==> config.mk <==
export PLATFORM = sky130hd
export DESIGN_NAME = unsigned_divider
export DESIGN_NICKNAME = d
export VERILOG_FILES = /design/src/rtl/unsigned_divider.sv
export SDC_FILE = /design/constraint.sdc
export NUM_CORES = 1
export LEC_CHECK = 0
export CAP_MARGIN = 20
export CORE_MARGIN = 2
export CORE_UTILIZATION = 53
export CTS_BUF_LIST = sky130_fd_sc_hd__clkbuf_4 sky130_fd_sc_hd__clkbuf_8
export DETAILED_ROUTE_END_ITERATION = 10
export GPL_TIMING_DRIVEN = 0
export PLACE_DENSITY = 0.82
export REMOVE_ABC_BUFFERS = 1
export SYNTH_ARGS = -nofsm -noshare
export SYNTH_HDL_FRONTEND = slang
export SYNTH_SLANG_ARGS = --single-unit
==> constraint.sdc <==
create_clock -name clk -period 3.73 [get_ports clk]
set_input_delay 0.746 -clock clk [delete_from_list [all_inputs] [get_ports clk]]
set_output_delay 0.746 -clock clk [all_outputs]
set_load 0.01 [all_outputs]
==> src/rtl/unsigned_divider.sv <==
// Sequential restoring divider for normalized mantissas: one quotient bit per
// clock, normalized fraction plus guard/sticky/norm_shift for the rounder.
module unsigned_divider #(
  parameter int BIT_WIDTH = 23
) (
  input  logic                 clk,
  input  logic                 rst,
  input  logic                 start,
  input  logic [BIT_WIDTH-1:0] in0,
  input  logic [BIT_WIDTH-1:0] in1,
  output logic                 busy,
  output logic                 done,
  output logic [BIT_WIDTH-1:0] out,
  output logic                 guard,
  output logic                 sticky,
  output logic                 norm_shift
);

  localparam int N  = BIT_WIDTH + 3;
  localparam int CW = $clog2(N + 1);

  typedef enum logic {IDLE, CALC} state_t;

  state_t               state;
  logic [BIT_WIDTH+1:0] rem;
  logic [BIT_WIDTH+1:0] rem_diff;
  logic [BIT_WIDTH:0]   div;
  logic [N-1:0]         quo;
  logic [N-1:0]         quo_next;
  logic [CW-1:0]        cnt;
  logic                 qbit;

  // One restoring step; rem_diff < div, so the left shift never drops a set bit.
  always_comb begin
    qbit     = (rem >= {1'b0, div});
    rem_diff = qbit ? (rem - {1'b0, div}) : rem;
    quo_next = {quo[N-2:0], qbit};
  end

  always_ff @(posedge clk or posedge rst) begin
    if (rst) begin
      state      <= IDLE;
      rem        <= '0;
      div        <= '0;
      quo        <= '0;
      cnt        <= '0;
      busy       <= 1'b0;
      done       <= 1'b0;
      out        <= '0;
      guard      <= 1'b0;
      sticky     <= 1'b0;
      norm_shift <= 1'b0;
    end else begin
      done <= 1'b0;
      case (state)
        IDLE: begin
          if (start) begin
            div   <= {1'b1, in1};
            rem   <= {2'b01, in0};
            quo   <= '0;
            cnt   <= CW'(N);
            busy  <= 1'b1;
            state <= CALC;
          end
        end
        CALC: begin
          rem <= rem_diff << 1;
          quo <= quo_next;
          cnt <= cnt - CW'(1);
          if (cnt == CW'(1)) begin
            state <= IDLE;
            busy  <= 1'b0;
            done  <= 1'b1;
            // Quotient lies in (0.5, 2): top bit set means no normalization shift.
            if (quo_next[N-1]) begin
              out        <= quo_next[N-2:2];
              guard      <= quo_next[1];
              sticky     <= quo_next[0] | (rem_diff != '0);
              norm_shift <= 1'b0;
            end else begin
              out        <= quo_next[N-3:1];
              guard      <= quo_next[0];
              sticky     <= (rem_diff != '0);
              norm_shift <= 1'b1;
            end
          end
        end
        default: state <= IDLE;
      endcase
    end
  end

endmodule
==> flow_summary.rst, run 1 <==
.. list-table::
   :header-rows: 1

   * - Metric
     - Value
   * - Clock transition at path regs
     - 0.10 ns
   * - Critical Path Start Type
     - register
   * - Crit Path Class
     - register to register
   * - Number of CTS-inserted buffers
     - 9
   * - Worst voltage drop across the vdd grid
     - 0.491 mV
   * - Total placed instance area
     - 7250 µm²
   * - Arrival time at the worst endpoint
     - 3.67 ns
   * - Last weighted congestion value of the routability-driven placer
     - 0.875
   * - Placeable Area
     - 11,900 µm²
   * - Capture point of the worst reg-to-reg path
     - sticky
   * - Routed via count divided by cell count
     - 5.68
   * - Via total after detailed routing
     - 5,176
   * - Result of the run
     - completed
   * - H-Tree Depth
     - 3
   * - Dominant cells by area after synthesis
     - dfrtp_1, o21ai_0, mux2i_1
   * - Final setup violation count
     - 0
   * - Slew of the pin with the lowest slew margin
     - 0.908 ns
   * - Source of the critical timing path
     - rem[4]
   * - PwrDens
     - 1100 nW/µm²
   * - Gr usage total
     - 0.222
   * - Headroom to the max-slew limit
     - 0.393
   * - Antenna cell count
     - 0
   * - Post_cts resized
     - 0
   * - Routed Wire Length
     - 14,300 µm
   * - Average size of a mapped cell
     - 8.99 µm²
   * - Post-route setup TNS
     - 0 ns
   * - Endpoint of the worst setup timing path
     - sticky
   * - Required time reported for the critical path endpoint
     - 4.00 ns
   * - Total of max-cap violations
     - 0
   * - Final worst path period need
     - 3.40 ns
   * - Unrepaired setup endpoints after global routing
     - no
   * - Placement row count
     - 40
   * - Core utilization of the finished layout
     - 0.628
   * - Cts hold-fix bufs
     - 0
   * - Hold_ws
     - 0.489 ns
   * - Least setup slack across all paths after layout
     - 0.329 ns
   * - Final Slew Violations
     - 0
   * - Slowest stage delay, CP
     - 0.55 ns
   * - Share of cells above drive strength 1
     - 0.0614
   * - Upper clock frequency limit
     - 0.294 GHz
   * - Root Driver
     - clkbuf_8
   * - Combined buffer and inverter count along the critical path
     - 1
   * - Average wire per cell in the routed design
     - 15.7 µm
   * - Number of antenna violations at the first check in global routing
     - 0
   * - Worst clock skew
     - 0.00620 ns
   * - Post-route standard cell area excluding fillers
     - 7480 µm²
   * - Synth async-reset ratio
     - 1.00
   * - Net count, final
     - 836
   * - Share of the synthesized area in the top cell type
     - 0.422
   * - PortBufs
     - 76
   * - Number of synthesized register bits
     - 108
   * - Crit end category
     - register
   * - CTS Buffer Depth
     - 2
   * - Sequential fraction of the synthesis area
     - 0.422
   * - Floorplan die area
     - 13,000 µm²
   * - Clock tree from TritonCTS
     - done
   * - Starting DRC count in detailed routing
     - 240
   * - Largest fanout on the critical path
     - 26
   * - Total standard cell area after synthesis
     - 6400 µm²
   * - Number of iterations in the first detailed-routing pass
     - 5
   * - Reg-to-reg startpoint
     - rem[4]
   * - Most common cell type on the critical path
     - a31oi_1
   * - Count of placed standard cells in the final layout, fillers left out
     - 912
   * - Maximum number of pins on one net before global-route repair
     - 110
   * - Count of endpoints failing hold in the final timing report
     - 0
   * - Number of clock sinks
     - 108
   * - Remaining antenna violation count
     - 0
   * - Cells after synthesis
     - 712
   * - Setup slack after placement
     - 0.194 ns
   * - Synth-to-Final Area Change
     - 16.9%
   * - Unique masters post-synth
     - 66
   * - Filler cells
     - 1,016
   * - Leakage
     - 3.17 nW
   * - Hold Crit Class
     - register to register
   * - Critical Path Slowest Stage Cell
     - o21ai_4
   * - Count of flip-flops with a built-in enable after synthesis
     - 0
   * - I/O Pins
     - 77
   * - Final total power
     - 8.26 mW
   * - Total global routing overflow
     - 0
   * - Synth warnings
     - 0
   * - HPWL after detailed placement
     - 9940 µm
   * - Most frequently used flop master after synthesis
     - dfrtp_1
   * - Number of global-route vias before repair
     - 5,033
   * - Sequence of cells on the critical path
     - ha_1 -> a21o_1 -> a31oi_1 -> a211oi_2 -> o21ai_2 -> a21oi_2 -> o21ai_4 -> buf_16 -> mux2i_1 -> and4_1 -> a31oi_1
   * - Width of the chip
     - 114 µm
   * - Reg2reg path depth
     - 11
   * - Cell taking the most area after synthesis
     - dfrtp_1
   * - Final period utilization
     - 0.912
   * - Family with the most delay on the worst path
     - compound AO/OA/AOI/OAI gates
   * - Global-route wire length before repair
     - 23,400 µm
   * - Residual DRC
     - 0
   * - Die Height
     - 114 µm
   * - Worst reg2reg setup slack
     - 0.33 ns
   * - Starting Density
     - 0.537
   * - Worst-Skew Late Latency
     - 0.39 ns
   * - Cell depth of the worst setup path
     - 11
   * - Placed instance count
     - 895
## power by group
part / switching (mW) / total, mW / internal [mW]
logic: 2.87 / 5.25 / 2.38
registers: 0.490 / 2.25 / 1.76
clock network: 0.429 / 0.753 / 0.324
## sequential cells by signal (all words and copies together), names as in the netlist
name,cells
state,1
sticky,1
busy,1
quo,25
rem,25
div,24
cnt,5
out,23
guard,1
norm_shift,1
done,1
## worst min-delay path by stage
stage,startpoint,end,slack [ns],cells past startpoint
after floorplan,div[23],div[23],0.44,1
after detailed placement,out[7],out[7],0.47,2
after global placement,div[23],div[23],0.46,1
final,out[21],out[21],0.49,2
after global routing,div[23],div[23],0.51,1
after CTS,out[7],out[7],0.49,2
## layer usage
metal / routed length (µm) / vias to the layer above / part of all wire / global-route usage
li1: - / 2578 / - / -
met1: 6520 / 2467 / 0.46 / 0.289
met5: 0 / - / 0 / 0
met3: 597 / 18 / 0.042 / 0.0367
met4: 231 / 0 / 0.016 / 0.0707
met2: 6940 / 113 / 0.49 / 0.382
## final cells by class
type                    count  area, µm²  share of cell area
multi-input cells         527       3370               0.451
flip-flops and latches    108       2710               0.362
repair buffers             81        886               0.118
well taps                 147        184              0.0246
clock buffers              10        131              0.0176
inverters                  33        126              0.0169
clock inverters             6       70.1             0.00937
## what timing repair did
item | CTS | global route
hold endpoints to repair | 0 | 0
setup buffers | 0 | 1
setup endpoints to repair | 0 | 1
## worst reg2reg max path, cell delays in order (launching register included)
cell and delay (ns):
dfrtp_1 0.43, ha_1 0.39, a21o_1 0.23, a31oi_1 0.35
a211oi_2 0.18, o21ai_2 0.22, a21oi_2 0.11, o21ai_4 0.55
buf_16 0.25, mux2i_1 0.27, and4_1 0.23, a31oi_1 0.08
## cell families after synthesis
group	count (synthesis)	share of synthesized area
XOR/XNOR	20	0.0274
AO/OA/AOI/OAI	205	0.198
AND/OR/NAND/NOR	231	0.177
adder cells (fa/ha/maj)	27	0.0540
flip-flops	108	0.422
multiplexers	44	0.0698
buffers and inverters	77	0.0516
## cell usage in the layout, fill, tap and decap left out, types with 4 or more instances in the layout
master           count
ha_1                26
a21oi_1             50
nand2_1             95
nand3_1              8
mux2_2               4
nor2b_1             20
nor4_1               4
a21o_1               5
o21a_1               5
o21ai_0             89
nand4_1              8
a211oi_1            19
clkbuf_8             9
clkdlybuf4s50_1     75
xnor2_1             13
nor3_1              14
inv_1               32
xor2_1               7
buf_16               4
nor2_1              35
dfrtp_1            107
nand2b_1            31
o211ai_1             5
mux2i_1             39
## cells in the mapped netlist (all sizes together) (3+ instances only)
cell    count
inv        33
xor2        7
a21oi      52
buf        11
a31oi       3
a221oi      3
dfrtp     108
ha         26
nor2       35
a21o        6
nor3       15
nand3       8
nor4        4
o21ai      93
nand3b      3
mux2        5
o211ai      5
nand4       8
o21a        6
nand2b     31
xnor2      13
clkbuf     32
nor2b      21
mux2i      39
nand2      95
a211oi     20
Note: power is estimated with default switching activity, not from simulation.
==> inputs of run 2 (changes only) <==
--- a/config.mk
+++ b/config.mk
@@ -13,6 +13,7 @@
 export GPL_TIMING_DRIVEN = 0
 export PLACE_DENSITY = 0.82
 export REMOVE_ABC_BUFFERS = 1
+export SETUP_SLACK_MARGIN = 0.2
 export SYNTH_ARGS = -nofsm -noshare
 export SYNTH_HDL_FRONTEND = slang
 export SYNTH_SLANG_ARGS = --single-unit
==> run 2 against run 1 <==
  * Fmax increased by 5.5%
  * Clock skew grew 0.0010 ns
  * Final cell count rose by 0.11%
  * Critical endpoint unchanged
  * Largest cell class unchanged
  * Cell area did not move
  * Register-to-register slack gained 0.18 ns
  * Clock power hardly changed
==> flow_summary.rst, run 2 (same netlist as run 1, synthesis figures left out) <==
.. list-table::
   :header-rows: 1

   * - Metric
     - Value
   * - Starting Density
     - 0.537
   * - Logic gate share of total power
     - 0.637
   * - Placed instance count
     - 895
   * - Routed via count divided by cell count
     - 5.67
   * - Reg-to-reg startpoint
     - rem[0]
   * - PortBufs
     - 76
   * - Number of global-route vias before repair
     - 5,121
   * - Clock tree from TritonCTS
     - done
   * - Reg2reg path depth
     - 13
   * - Final total power
     - 8.27 mW
   * - Most common cell type on the critical path
     - inv_1
   * - Via total after detailed routing
     - 5,178
   * - Sequential share of power
     - 0.272
   * - Gr usage total
     - 0.229
   * - Number of iterations in the first detailed-routing pass
     - 5
   * - Worst-Skew Late Latency
     - 0.39 ns
   * - Worst reg2reg setup slack
     - 0.51 ns
   * - Sequence of cells on the critical path
     - inv_1 -> ha_1 -> inv_1 -> fa_1 -> a21o_2 -> a221oi_4 -> o21ai_1 -> a21oi_2 -> xnor2_1 -> nor3_1 -> nand4_1 -> o41ai_2 -> a31oi_1
   * - Required time reported for the critical path endpoint
     - 4.00 ns
   * - Final period utilization
     - 0.864
   * - Unrepaired setup endpoints after global routing
     - no
   * - Antenna cell count
     - 0
   * - Synth-to-Final Area Change
     - 16.9%
   * - Starting DRC count in detailed routing
     - 218
   * - Number of clock sinks
     - 108
   * - Critical Path Start Type
     - register
   * - Upper clock frequency limit
     - 0.310 GHz
   * - Routed Wire Length
     - 14,200 µm
   * - Placement row count
     - 40
   * - Global-route wire length before repair
     - 24,000 µm
   * - Leakage
     - 3.17 nW
   * - Net switching component of the power
     - 3.78 mW
   * - Number of CTS-inserted buffers
     - 9
   * - Count of placed standard cells in the final layout, fillers left out
     - 913
   * - Largest fanout on the critical path
     - 4
   * - Final setup violation count
     - 0
   * - Headroom to the max-slew limit
     - 0.392
   * - Arrival time at the worst endpoint
     - 3.49 ns
   * - Placeable Area
     - 11,900 µm²
   * - Registers with the most flip-flops
     - quo x25, rem x25, div x24
   * - Post_cts resized
     - 0
   * - I/O Pins
     - 77
   * - Net count, final
     - 837
   * - Remaining antenna violation count
     - 0
   * - Final Slew Violations
     - 0
   * - Final worst path period need
     - 3.22 ns
   * - Width of the chip
     - 114 µm
   * - Total global routing overflow
     - 0
   * - Slowest stage delay, CP
     - 0.45 ns
   * - Count of endpoints failing hold in the final timing report
     - 0
   * - Clock transition at path regs
     - 0.11 ns
   * - PwrDens
     - 1110 nW/µm²
   * - Maximum number of pins on one net before global-route repair
     - 58
   * - Die Height
     - 114 µm
   * - Endpoint of the worst setup timing path
     - sticky
   * - Commonest non-fill, non-tap cell in the layout
     - dfrtp_1
   * - Number of antenna violations at the first check in global routing
     - 0
   * - Result of the run
     - completed
   * - Critical Path Slowest Stage Cell
     - dfrtp_1
   * - Worst voltage drop across the vdd grid
     - 0.490 mV
   * - Total of max-cap violations
     - 0
   * - Cell internal power dissipation
     - 4.48 mW
   * - Clock share of power
     - 0.091
   * - Share of cells above drive strength 1
     - 0.0627
   * - Slew of the pin with the lowest slew margin
     - 0.909 ns
   * - Average wire per cell in the routed design
     - 15.5 µm
   * - Fraction of power spent switching nets
     - 0.458
   * - H-Tree Depth
     - 3
   * - Crit end category
     - register
   * - Floorplan die area
     - 13,000 µm²
   * - HPWL after detailed placement
     - 9940 µm
   * - Capture point of the worst reg-to-reg path
     - sticky
   * - Root Driver
     - clkbuf_8
   * - Hold Crit Class
     - register to register
   * - CTS Buffer Depth
     - 2
   * - Leading cell types in the layout, fill and taps excluded
     - dfrtp_1, nand2_1, o21ai_0
   * - Source of the critical timing path
     - rem[0]
   * - Last weighted congestion value of the routability-driven placer
     - 0.875
   * - Worst clock skew
     - 0.00725 ns
   * - Residual DRC
     - 0
   * - Crit Path Class
     - register to register
==> run 2: worst min-delay path by stage <==
| stage | startpoint | endpoint | slack, ns | cells after the start |
|---|---|---|---|---|
| 2_1_floorplan | div[23] | div[23] | 0.44 | 1 |
| 3_3_place_gp | div[23] | div[23] | 0.46 | 1 |
| 3_5_place_dp | out[7] | out[7] | 0.47 | 2 |
| 4_1_cts | out[7] | out[7] | 0.49 | 2 |
| 5_1_grt | div[23] | div[23] | 0.51 | 1 |
| 6_report | out[21] | out[21] | 0.49 | 2 |
==> run 2: worst max-delay path: cells and delay by family (launching register included) <==
kind / cells / cell delay, ns
AOI/OAI and AO/OA: 6 / 1.46
xor gates and xnor gates: 1 / 0.11
adders and majority gates: 2 / 0.55
buffers and inverters: 2 / 0.15
DFF: 1 / 0.45
and+or+nand+nor: 2 / 0.38
==> run 2: layout make-up <==
type	count	area [µm²]
Clock buffer	10	131
Clock inverter	6	70.1
Fill cell	1015	4440
Inverter	33	126
Multi-Input combinational cell	527	3370
Sequential cell	108	2710
Tap cell	147	184
Timing Repair Buffer	82	886
==> run 2: repair_timing <==
item	in CTS	in global routing
hold buffers	0	0
setup buffers	1	1
pin swaps	0	1
hold endpoints to repair	0	0
setup endpoints to repair	1	2
==> run 2: power groups by stage <==
| stage | clock network [mW] | registers (mW) | logic (mW) |
|---|---|---|---|
| floorplan | 0 | 2.25 | 3.80 |
| global placement | 0 | 2.31 | 4.85 |
| CTS | 0.765 | 2.25 | 5.24 |
| detailed placement | 0 | 2.31 | 5.16 |
| global route | 0.805 | 2.33 | 5.89 |
| finish | 0.752 | 2.25 | 5.27 |
==> run 2: through the flow <==
step	setup TNS [ns]	worst slack (ns)	util	hold slack [ns]	area (µm²)
final	0	0.506	0.628	0.490	7480
after detailed placement	0	0.194	0.608	0.471	7250
after CTS	0	0.355	0.627	0.494	7470
after global routing	0	0.300	0.628	0.512	7480
after floorplan	0	0.0970	-	0.440	6190
after global placement	-191.38	-1.95	0.599	0.456	7140
==> run 2: metal layers <==
layer,global-route usage,part of all wire
met1,0.297,0.46
met2,0.395,0.48
met3,0.0367,0.035
met4,0.0707,0.019
met5,0,0
==> inputs of run 3 (changes only) <==
--- a/config.mk
+++ b/config.mk
@@ -9,6 +9,7 @@
 export CORE_MARGIN = 2
 export CORE_UTILIZATION = 53
 export CTS_BUF_LIST = sky130_fd_sc_hd__clkbuf_4 sky130_fd_sc_hd__clkbuf_8
+export CTS_CLUSTER_DIAMETER = 100
 export DETAILED_ROUTE_END_ITERATION = 10
 export GPL_TIMING_DRIVEN = 0
 export PLACE_DENSITY = 0.82
==> results of run 3 <==
The final DEF is identical to that of run 2; final timing and power are the same.
